<file path="config.mk">
export PLATFORM = sky130hd
export DESIGN_NAME = adder32
export DESIGN_NICKNAME = d
export VERILOG_FILES = /design/src/rtl/adder32.sv
export SDC_FILE = /design/constraint.sdc
export NUM_CORES = 1
export LEC_CHECK = 0
export ABC_CLOCK_PERIOD_IN_PS = 2540
export BUFFER_PORTS_ARGS = -buffer_cell sky130_fd_sc_hd__buf_4
export CAP_MARGIN = 20
export CORE_MARGIN = 2
export CORE_UTILIZATION = 40
export DETAILED_ROUTE_END_ITERATION = 16
export MAX_ROUTING_LAYER = met4
export PLACE_DENSITY = 0.77
export SYNTH_ARGS = -nofsm -noshare
export SYNTH_HDL_FRONTEND = slang
export SYNTH_SLANG_ARGS = --single-unit
</file>
<file path="constraint.sdc">
create_clock -name clk -period 2.54 [get_ports clk]
set_clock_uncertainty 0.15 [all_clocks]
set_input_delay 0.254 -clock clk [delete_from_list [all_inputs] [get_ports clk]]
set_output_delay 0.254 -clock clk [all_outputs]
set_load 0.01 [all_outputs]
</file>
<file path="src/rtl/adder32.sv">
// Two-level carry-lookahead adder with combinational sum/carry/overflow
// and a one-stage registered copy of the same results.

module adder32_cla4 (
  input  logic [3:0] g,
  input  logic [3:0] p,
  input  logic       cin,
  output logic [3:1] c,
  output logic       gg,
  output logic       gp
);

  always_comb begin
    c[1] = g[0] | (p[0] & cin);
    c[2] = g[1] | (p[1] & g[0]) | (p[1] & p[0] & cin);
    c[3] = g[2] | (p[2] & g[1]) | (p[2] & p[1] & g[0])
         | (p[2] & p[1] & p[0] & cin);
    gg   = g[3] | (p[3] & g[2]) | (p[3] & p[2] & g[1])
         | (p[3] & p[2] & p[1] & g[0]);
    gp   = &p;
  end

endmodule

module adder32 #(
  parameter int unsigned WIDTH = 32
) (
  input  logic             clk,
  input  logic             rst,
  input  logic [WIDTH-1:0] a,
  input  logic [WIDTH-1:0] b,
  output logic [WIDTH-1:0] y,
  output logic             cout,
  output logic             ovf,
  output logic [WIDTH-1:0] y_q,
  output logic             cout_q,
  output logic             ovf_q
);

  localparam int unsigned NG = WIDTH / 4;
  localparam int unsigned SB = (NG > 8) ? 8 : NG;
  localparam int unsigned NS = (NG + SB - 1) / SB;

  logic [WIDTH-1:0] g;
  logic [WIDTH-1:0] p;
  logic [WIDTH-1:0] c;
  logic [NG-1:0]    grp_g;
  logic [NG-1:0]    grp_p;
  logic [NG:0]      gc;
  logic             carry;
  logic             term;

  assign g = a & b;
  assign p = a ^ b;

  for (genvar j = 0; j < NG; j++) begin : g_grp
    assign c[4*j] = gc[j];
    adder32_cla4 u_cla4 (
      .g   (g[4*j+3 -: 4]),
      .p   (p[4*j+3 -: 4]),
      .cin (gc[j]),
      .c   (c[4*j+3 : 4*j+1]),
      .gg  (grp_g[j]),
      .gp  (grp_p[j])
    );
  end

  // Flat sum-of-products lookahead inside each super-block of up to 8 groups;
  // super-blocks chain through their top carry (gc at the block base).
  always_comb begin
    gc    = '0;
    carry = 1'b0;
    term  = 1'b0;
    for (int unsigned s = 0; s < NS; s++) begin
      for (int unsigned j = s*SB + 1; (j <= s*SB + SB) && (j <= NG); j++) begin
        carry = 1'b0;
        for (int unsigned k = s*SB; k < j; k++) begin
          term = grp_g[k];
          for (int unsigned m = k + 1; m < j; m++) begin
            term = term & grp_p[m];
          end
          carry = carry | term;
        end
        term = gc[s*SB];
        for (int unsigned m = s*SB; m < j; m++) begin
          term = term & grp_p[m];
        end
        gc[j] = carry | term;
      end
    end
  end

  assign y    = p ^ c;
  assign cout = gc[NG];
  assign ovf  = c[WIDTH-1] ^ gc[NG];

  always_ff @(posedge clk or posedge rst) begin
    if (rst) begin
      y_q    <= '0;
      cout_q <= 1'b0;
      ovf_q  <= 1'b0;
    end else begin
      y_q    <= y;
      cout_q <= cout;
      ovf_q  <= ovf;
    end
  end

endmodule

</file>
==> results of run 1 <==
per-layer routing:
metal,vias up,global-route usage
met1,1119,0.215
met4,0,0.0576
li1,1149,-
met3,10,0.0452
met5,-,-
met2,87,0.397
worst max-delay path by stage:
stage	end	from	slack (ps)	cells after the start
finish	y[29]	a[3]	-360	12
global route	y[29]	a[3]	-470	12
CTS	y[29]	b[2]	-370	12
detailed placement	y[29]	a[2]	-440	12
global placement	y[29]	a[2]	-400	12
floorplan	y[28]	a[2]	-100	9
placed cells by master (no fill, tap or decap), drive strengths merged, types with 2 or more instances in the layout:
master	instances
a31oi	2
nor2	16
fa	8
or3	3
nand3	7
xor2	10
clkbuf	7
nand2b	2
nand4	3
o311ai	2
and3	2
nor3	5
nand2	5
xnor2	9
a211oi	2
o21a	2
ha	32
buf	192
nor4	2
dfrtp	34
o211ai	3
a21oi	14
inv	11
o21ai	6
o31ai	2
a21o	10
Yosys cell counts, types with 2 or more instances:
library cell  number
o211ai_2           2
nand2b_1           2
and3_1             2
inv_1             11
dfrtp_1           34
nand3_1            7
or3_1              3
a31oi_1            2
nor3_1             5
o311ai_1           2
a21o_1             9
nor4_1             2
nand4_1            3
ha_1              32
xnor2_1            9
o21ai_0            5
xor2_1            10
nand2_1            5
nor2_1            16
a21oi_1           14
fa_1               8
layout make-up:
type                            instances  area share
Sequential cell                        34       0.200
Timing Repair Buffer                  193       0.356
Clock buffer                            7      0.0203
Clock inverter                          1     0.00118
Tap cell                               72      0.0212
Inverter                               11     0.00971
Multi-Input combinational cell        161       0.391
what timing repair did:
| item | in CTS | in global routing |
|---|---|---|
| hold buffers | 1 | 0 |
| hold endpoints to repair | 34 | 0 |
| pin swaps | 21 | 20 |
| resized for setup | 27 | 22 |
| endpoints found under the setup margin | 23 | 26 |
| setup buffers | 7 | 9 |
registers in the layout, summed over array words and instances, names as in the netlist:
| signal | cells |
|---|---|
| y_q | 32 |
| cout_q | 1 |
| ovf_q | 1 |
where the power goes:
part / internal (mW) / switching, mW
clock network: 0.219 / 0.188
registers: 0.651 / 0.0324
logic: 0.698 / 0.549
cells by family after synthesis:
kind of cell / Yosys count / synth area share
adder cells (fa/ha/maj): 40 / 0.243
XOR/XNOR: 19 / 0.0720
buffers and inverters: 13 / 0.0217
multiplexers: 2 / 0.00920
AND/OR/NAND/NOR: 50 / 0.110
flip-flops: 34 / 0.368
AO/OA/AOI/OAI: 50 / 0.176
stage by stage:
stage,setup TNS [ps],hold WS [ps],power [mW],instance area [um2],utilization
floorplan,-188,246,1.18,2390,-
global placement,-4730,221,1.74,3790,0.685
detailed placement,-5570,236,1.78,3790,0.685
CTS,-4070,67.2,2.26,4070,0.735
global route,-7000,78.8,2.47,4250,0.767
finish,-4660,84.4,2.34,4250,0.767
==> out/results.env, run 1 <==
RUN_STATUS='finished, violations left'
VIOLATIONS='setup timing'
YOSYS.AREA.TOP_TYPE_SHARE=0.368
VDD_IR_DROP_MAX_V=0.000367
DIE_AREA_UM2=6400
FINAL-HOLD-VIOLATION-COUNT=0
POST_SYNTH_MAIN_AREA_CONTRIBUTORS='dfrtp_1, ha_1, fa_1, xor2_1, xnor2_1'
HOLDPATHSTAGES=2
CRITICAL_PATH.SLOWEST_CELL='fa_2'
POST-ROUTE-MIN-PERIOD_PS=2900
N_FILL_CELL=385
WORST_HOLD_PATH.ENDPOINT='y_q[0]$_DFF_PP0_'
ARRIVAL_TIME_OF_THE_WORST_SETUP_PATH_PS=2500
LARGEST_NET_DEGREE_AT_THE_START_OF_GLOBAL_ROUTING=35
TIMING.FINAL.WS_SETUP_PS=-361
POSTSYNTH.ASYNCRESETSHARE=1.00
VIAS=2365
PLACE.DETAILED.HPWL_MM=5.23
WORST-ENDPOINT-REQUIRED_PS=2140
FINALMAXSLEWVIOLATIONS=0
MET2WIRELENGTH_MM=3.75
FIRST_GLOBAL_VIAS=2418
POST-PLACE-WS_PS=-436
GP_CONGESTION=0.821
SYNTH_SEQUENTIAL_AREA_RATIO=0.368
POSTSYNTH.TOPFLOPCELL='dfrtp_1'
PORT_BUFFERS=133
CTS_SINKS=34
WORST-SETUP-PATH-TYPE='in2out'
HIGHEST-SIGNAL-LAYER='met4'
NUMCTSBUFFERS=5
GRT_OVERFLOW=0
DPL.CELL_COUNT=454
POWER.LEAKAGE_nW=2.13
DETAIL_ROUTE.WIRELENGTH.MET1_MM=2.54
WL_MM=6.85
CTS_TREE='built'
CLOCKBUFFERDEPTH=2
INITIAL_CORE_UTIL=0.417
ANTENNA_FOUND_INITIAL=0
SEQCELLAREA_UM2=851
CP_MAX_FO=5
GRTUSAGETOTAL=0.209
YS_FF_LATCH=34
CRIT_PATH_CELL_TRACE='buf_6 -> ha_4 -> a41o_1 -> a211oi_4 -> o21a_4 -> o211ai_4 -> o211ai_2 -> and3_4 -> nor2_4 -> fa_2 -> xor2_2 -> buf_4'
CP.BUFFERS_INVERTERS=2
MAXCLOCKFREQUENCY_GHz=0.345
DIODES=0
ROWS=27
CTS.CLK_SLEW.WORST_PATHS_PS=70
POST_SYNTH_CELL_TYPES=46
HOLD_PATH_STARTPOINT='b[0]'
CRIT_PATH_LARGEST_CELL_DELAY_PS=360
HOLDCRITPATHCLASS='in2reg'
REMAINING_DRC_ERRORS=0
POST_SYNTH_INST_COUNT=208
TIMING.CRITICAL_PATH.FROM_TYPE='input pin'
FIRSTDRTPASSITERS=4
SYNTH-WARNING-COUNT=0
FINAL_LAYOUT_SIZE_SUFFIX_GT1_FRAC=0.602
SYNTH.LARGEST_AREA_CELL='dfrtp_1'
MULTI_INPUT_AREA_UM2=1660
WIRE_PER_INST_UM=14.3
SYNTH-EDFF-COUNT=0
GRT_SETUP_UNREPAIRED='true'
MIN_PERIOD_OVER_PERIOD=1.14
DIE_X_UM=80.0
CLK_ROOT_BUFFER_CELL='clkbuf_8'
DRV.MAX_CAP_VIOLATION_COUNT=0
MAPPEDNETLISTNETS=314
SYNTHTOLAYOUTAREAGROWTH_PCT=83.9
DR.FIRST_ITER.DRC_COUNT=50
MAPPEDNETLISTAREA_UM2=2310
CORE_REGION_AREA_UM2=5540
GLOBAL_ROUTE_WIRE_LENGTH_BEFORE_REPAIR_MM=10.3
FINAL_ANTENNA_NET_COUNT=0
FINALSETUPVIOLATIONS=23
BOUNDARYPINS=134
HTREE_NUM_LEVELS=2
SYNTH_AREA_PER_CELL_UM2=11.1
SETUP.WORST_PATH.END_CLASS='output port'
TIMING.SLEW.HEADROOM=0.634
CRITICAL-PATH-TOP-DELAY-FAMILY='compound AO/OA/AOI/OAI gates'
TIGHTESTPINTRANSITION_PS=543
VIA_DENSITY_PER_INSTANCE=4.94
POWERDENSITY_nW_PER_UM2=550
MET3_LENGTH_UM=450
FINALNONFILLERCELLS=479
FLOORPLAN.DIE.HEIGHT_UM=80.0
LAYOUT.NETS=512
(Power assumes the default switching activity.)
==> run 2, diff against run 1 <==
MAX_ROUTING_LAYER = default   (was met4)
==> out/results.env, run 2 (synthesis gave the netlist of run 1 again) <==
FINAL_ANTENNA_NET_COUNT=0  # unchanged
CP_MAX_FO=5  # unchanged
MIN_PERIOD_OVER_PERIOD=1.14  # about the same
SETUP.WORST_PATH.END_CLASS='output port'
WIRE_PER_INST_UM=14.3  # -0.10%
GRT_OVERFLOW=0  # unchanged
FINISH.INSTANCE_AREA_UM2=4250  # unchanged
GP_CONGESTION=0.809  # -1.4%
CTS_SINKS=34  # unchanged
GRT_SETUP_UNREPAIRED='true'
PATH_DEPTH=12  # unchanged
CRITICAL-PATH-TOP-DELAY-FAMILY='compound AO/OA/AOI/OAI gates'
ARRIVAL_TIME_OF_THE_WORST_SETUP_PATH_PS=2500  # about the same
SYNTHTOLAYOUTAREAGROWTH_PCT=83.9  # unchanged
DIODES=0  # unchanged
NUMCTSBUFFERS=5  # unchanged
TIMING.SLEW.HEADROOM=0.633  # -0.000997
LARGEST_NET_DEGREE_AT_THE_START_OF_GLOBAL_ROUTING=35  # unchanged
TIGHTESTPINTRANSITION_PS=544  # +1.48 ps
POWERDENSITY_nW_PER_UM2=550  # about the same
DIE_AREA_UM2=6400  # unchanged
MAX_FLOP_REGISTER='y_q'
REMAINING_DRC_ERRORS=0  # unchanged
POST-ROUTE-MIN-PERIOD_PS=2900  # +0.460 ps
WORST-SETUP-PATH-TYPE='in2out'
CLOCKBUFFERDEPTH=2  # unchanged
HTREE_NUM_LEVELS=2  # unchanged
WORST-ENDPOINT-REQUIRED_PS=2140  # about the same
CTS_TREE='built'
MET2WIRELENGTH_MM=3.75  # about the same
MOST_FREQUENT_STANDARD_CELL_IN_THE_LAYOUT_EXCLUDING_FILL_AND_TAP_CELLS='buf_4'
LAYOUT.CORE_UTILIZATION=0.767  # unchanged
CRIT_PATH_LARGEST_CELL_DELAY_PS=360  # about the same
HIGHEST-SIGNAL-LAYER='met4'
FIRST_GLOBAL_VIAS=2417  # -0.041%
DIE_X_UM=80.0  # unchanged
PLACEMENT.CELL_AREA_UM2=3790  # unchanged
FINALNONFILLERCELLS=479  # unchanged
TIMING.FINAL.WS_SETUP_PS=-362  # -0.460 ps
SEQCELLAREA_UM2=851  # unchanged
POST-PLACE-WS_PS=-436  # unchanged
VIOLATIONS='setup timing'
WL_MM=6.85  # -0.10%
HOLDPATHSTAGES=2  # unchanged
CORE_REGION_AREA_UM2=5540  # unchanged
CP.BUFFERS_INVERTERS=2  # unchanged
PLACE.DETAILED.HPWL_MM=5.23  # unchanged
FINALMAXSLEWVIOLATIONS=0  # unchanged
DPL.CELL_COUNT=454  # unchanged
MET3_LENGTH_UM=458  # +1.8%
FINAL-HOLD-VIOLATION-COUNT=0  # unchanged
BOUNDARYPINS=134  # unchanged
ROWS=27  # unchanged
DRV.MAX_CAP_VIOLATION_COUNT=0  # unchanged
FLOORPLAN.DIE.HEIGHT_UM=80.0  # unchanged
VIAS=2362  # -0.13%
RUN_STATUS='finished, violations left'
N_FILL_CELL=385  # unchanged
MULTI_INPUT_AREA_UM2=1660  # unchanged
DETAIL_ROUTE.WIRELENGTH.MET1_MM=2.53  # -0.28%
CTS.CLK_SLEW.WORST_PATHS_PS=70  # about the same
GRTUSAGETOTAL=0.203  # -0.00550
TIMING.CRITICAL_PATH.FROM_TYPE='input pin'
INITIAL_CORE_UTIL=0.417  # unchanged
VIA_DENSITY_PER_INSTANCE=4.93  # -0.13%
LAYOUT.NETS=512  # unchanged
CLK_ROOT_BUFFER_CELL='clkbuf_8'
CRITICAL_PATH.SLOWEST_CELL='fa_2'
CRIT_PATH_CELL_TRACE='buf_6 -> ha_4 -> a41o_1 -> a211oi_4 -> o21a_4 -> o211ai_4 -> o211ai_2 -> and3_4 -> nor2_4 -> fa_2 -> xor2_2 -> buf_4'
FINAL_LAYOUT_SIZE_SUFFIX_GT1_FRAC=0.602  # unchanged
MAXCLOCKFREQUENCY_GHz=0.345  # about the same
DR.FIRST_ITER.DRC_COUNT=43  # -14%
POWER.LEAKAGE_nW=2.13  # unchanged
ANTENNA_FOUND_INITIAL=0  # unchanged
GLOBAL_ROUTE_WIRE_LENGTH_BEFORE_REPAIR_MM=10.3  # about the same
REG.LARGEST.LIST='y_q (32), cout_q (1), ovf_q (1)'
MOSTFREQUENTLAYOUTCELLS='buf_4, dfrtp_1, ha_1'
PORT_BUFFERS=133  # unchanged
FINALSETUPVIOLATIONS=23  # unchanged
HOLDCRITPATHCLASS='in2reg'
LARGEST_REG_FLOPS=32  # unchanged
VDD_IR_DROP_MAX_V=0.000367  # about the same
FIRSTDRTPASSITERS=4  # unchanged
run 2: final timing paths:
| kind | startpoint | end | slack, ps |
|---|---|---|---|
| setup / recovery | a[3] | y[29] | -360 |
| min in group asynchronous | rst | cout_q$_DFF_PP0_ | 490 |
| max in group asynchronous | rst | y_q[17]$_DFF_PP0_ | 1440 |
| hold / removal | b[0] | y_q[0]$_DFF_PP0_ | 80 |
run 2: cell type report:
type,instances,share of cell area
timing repair buffer,193,0.356
sequential,34,0.200
clock buffer,7,0.0203
clock inverter,1,0.00118
tap,72,0.0212
inverter,11,0.00971
multi-input combinational,161,0.391
run 2: routing by layer:
layer | vias to the layer above | GRT usage
met3 | 10 | 0.0486
met2 | 84 | 0.397
met4 | 0 | 0.0576
li1 | 1148 | -
met1 | 1120 | 0.213
met5 | - | 0
run 2: stage by stage:
stage | TNS (ps) | hold slack (ps) | power [mW]
after CTS | -4070 | 67.2 | 2.26
after global routing | -7010 | 78.8 | 2.48
after detailed placement | -5570 | 236 | 1.78
final | -4660 | 84.8 | 2.34
after floorplan | -188 | 246 | 1.18
after global placement | -4730 | 221 | 1.74
run 2: report_power, final:
part	leakage [nW]	total, mW	internal [mW]	switching [mW]
Combinational	1.68	1.25	0.698	0.549
Clock	0.0482	0.406	0.219	0.188
Sequential	0.397	0.683	0.651	0.0324
Total	2.13	2.34	1.57	0.769
run 2: timing repair:
| item | CTS | global route |
|---|---|---|
| buffers inserted | 7 | 9 |
| gates resized for setup | 27 | 22 |
| cloned | 0 | 0 |
| setup endpoints to repair | 23 | 26 |
| hold buffers | 1 | 0 |
| pin swaps | 21 | 20 |
| endpoints found under the hold margin | 34 | 0 |
==> run 3, diff against run 2 <==
CORE_UTILIZATION = 39   (was 40)
SYNTH_HIERARCHICAL = 1   (was default)
==> out/results.env, run 3 <==
RUN_STATUS='finished, violations left'
VIOLATIONS='setup timing'
POWERDENSITY_nW_PER_UM2=565  # +2.7%
WORST_PATH_MOST_REPEATED_CELL='buf_4'
FIRST_GLOBAL_VIAS=2251  # -6.9%
VDD_IR_DROP_MAX_V=0.000337  # -8.3%
VIA_DENSITY_PER_INSTANCE=4.70  # -4.7%
HTREE_NUM_LEVELS=2  # unchanged
GROUTE.LAYER.MET1.USAGE=0.237  # +0.0240
GLOBAL_ROUTE_WIRE_LENGTH_BEFORE_REPAIR_MM=10.1  # -1.3%
GP_CONGESTION=0.800  # -1.1%
CTS.CLK_SLEW.WORST_PATHS_PS=60  # about the same
DIE_AREA_UM2=6120  # -4.3%
NUMCTSBUFFERS=5  # unchanged
DIODES=0  # unchanged
ROWS=27  # unchanged
DPL.CELL_COUNT=459  # +1.1%
TIGHTESTPINTRANSITION_PS=776  # +232 ps
MOST_FREQUENT_STANDARD_CELL_IN_THE_LAYOUT_EXCLUDING_FILL_AND_TAP_CELLS='buf_4'
FINAL_ANTENNA_NET_COUNT=0  # unchanged
MOSTFREQUENTLAYOUTCELLS='buf_4, dfrtp_1, nand2_1'
TIMING.SLEW.HEADROOM=0.482  # -0.151
FINAL_LAYOUT_SIZE_SUFFIX_GT1_FRAC=0.630  # +0.0279
USE_MET3=0.0356  # -0.0130
VIAS=2256  # -4.5%
CLK_ROOT_BUFFER_CELL='clkbuf_8'
CRITICAL-PATH-TOP-DELAY-FAMILY='compound AO/OA/AOI/OAI gates'
POWER.LEAKAGE_nW=2.12  # -0.48%
CP_MAX_FO=3  # -2
BOUNDARYPINS=134  # unchanged
FIRSTDRTPASSITERS=4  # unchanged
ARRIVAL_TIME_OF_THE_WORST_SETUP_PATH_PS=2450  # -50 ps
LAYOUT.NETS=505  # -1.4%
FINALSETUPVIOLATIONS=12  # -48%
CRITICAL_PATH.SLOWEST_CELL='a2111oi_4'
WL_MM=6.66  # -2.8%
MAXCLOCKFREQUENCY_GHz=0.350  # +1.7%
SYNTH_AREA_PER_CELL_UM2=10.3  # -7.4%
WIRE_PER_INST_UM=13.9  # -3.0%
DR.FIRST_ITER.DRC_COUNT=47  # +9.3%
CP.BUFFERS_INVERTERS=3  # +1
DRV.MAX_CAP_VIOLATION_COUNT=0  # unchanged
SETUP.WORST_PATH.END_CLASS='output port'
LARGEST_REG_FLOPS=32  # unchanged
LAYER_WITH_THE_HIGHEST_USAGE='met2'
MAPPEDNETLISTAREA_UM2=2150  # -6.9%
GRT_USE_MET2=0.390  # -0.00701
CRIT_PATH_LARGEST_CELL_DELAY_PS=360  # about the same
MIN_PERIOD_OVER_PERIOD=1.12  # -0.0187
REMAINING_DRC_ERRORS=0  # unchanged
REG.LARGEST.LIST='y_q (32), cout_q (1), ovf_q (1)'
SYNTHTOLAYOUTAREAGROWTH_PCT=91.9
INITIAL_CORE_UTIL=0.398  # -0.0192
DIE_X_UM=78.3  # -2.2%
FLOORPLAN.DIE.HEIGHT_UM=78.3  # -2.2%
POST-PLACE-WS_PS=-434  # +2.56 ps
CRIT_PATH_CELL_TRACE='buf_4 -> ha_1 -> nand2_1 -> nor2_1 -> a211oi_2 -> o21bai_4 -> a2111oi_4 -> nor3_2 -> a21oi_2 -> inv_2 -> a21o_1 -> xor2_2 -> buf_4'
PORT_BUFFERS=133  # unchanged
WORST-ENDPOINT-REQUIRED_PS=2140  # about the same
FINAL-HOLD-VIOLATION-COUNT=0  # unchanged
POST-ROUTE-MIN-PERIOD_PS=2850  # -47.4 ps
LARGEST_NET_DEGREE_AT_THE_START_OF_GLOBAL_ROUTING=20  # -43%
CORE_REGION_AREA_UM2=5410  # -2.4%
FINALHOLDWORSTSLACK_PS=137  # +52.0 ps
GRT_OVERFLOW=0  # unchanged
CTS_TREE='built'
HOLDCRITPATHCLASS='in2reg'
TIMING.FINAL.WS_SETUP_PS=-314  # +47.4 ps
POST_SYNTH_INST_COUNT=209  # +0.48%
SETUP-TNS-FINAL_PS=-1630  # +3030 ps
MAPPEDNETLISTNETS=307  # -2.2%
CLOCKBUFFERDEPTH=2  # unchanged
SYNTH-WARNING-COUNT=6  # +6
GRT_SETUP_UNREPAIRED='true'
LAYOUT.CORE_UTILIZATION=0.763  # -0.00374
FINALMAXSLEWVIOLATIONS=0  # unchanged
CTS_SINKS=34  # unchanged
GRTUSAGETOTAL=0.212  # +0.00847
ANTENNA_FOUND_INITIAL=0  # unchanged
PLACE.DETAILED.HPWL_MM=5.22  # -0.17%
WORST-SETUP-PATH-TYPE='in2out'
MAX_FLOP_REGISTER='y_q'
TIMING.CRITICAL_PATH.FROM_TYPE='input pin'
FINALNONFILLERCELLS=480  # +0.21%
[run 3: repair_timing]
item,4_1_cts,5_1_grt
endpoints found under the setup margin,16,19
pin swaps,26,23
hold endpoints to repair,18,0
hold buffers,1,0
setup buffers,6,9
resized for setup,32,24
[run 3: area by class of cell]
type                    count  area, um2
clock buffers               7       86.3
flip-flops and latches     34        851
well taps                  72       90.1
fillers                   382       1280
repair buffers            192       1500
inverters                  11       41.3
multi-input cells         163       1550
clock inverters             1       5.00
[run 3: power breakdown]
part / internal, mW / switching (mW)
Combinational: 0.672 / 0.567
Clock: 0.219 / 0.184
Sequential: 0.657 / 0.0313
Total: 1.55 / 0.782
[run 3: final timing paths]
check,to,slack (ps),cells after the start,start
max,y[30],-310,13,a[4]
min,y_q[0]$_DFF_PP0_,140,2,b[0]
max in group asynchronous,y_q[21]$_DFF_PP0_,1010,4,rst
min in group asynchronous,y_q[10]$_DFF_PP0_,530,3,rst
[run 3: per-layer routing]
layer | part of all wire | wire length [um]
met1 | 0.37 | 2450
met2 | 0.56 | 3710
met3 | 0.043 | 287
met4 | 0.031 | 206
met5 | 0 | 0
[run 3: per-stage QoR]
stage	cell area, um2	total power, mW
after floorplan	2250	1.18
after global placement	3680	1.78
after detailed placement	3680	1.81
after CTS	3970	2.28
after global routing	4130	2.47
final	4130	2.33
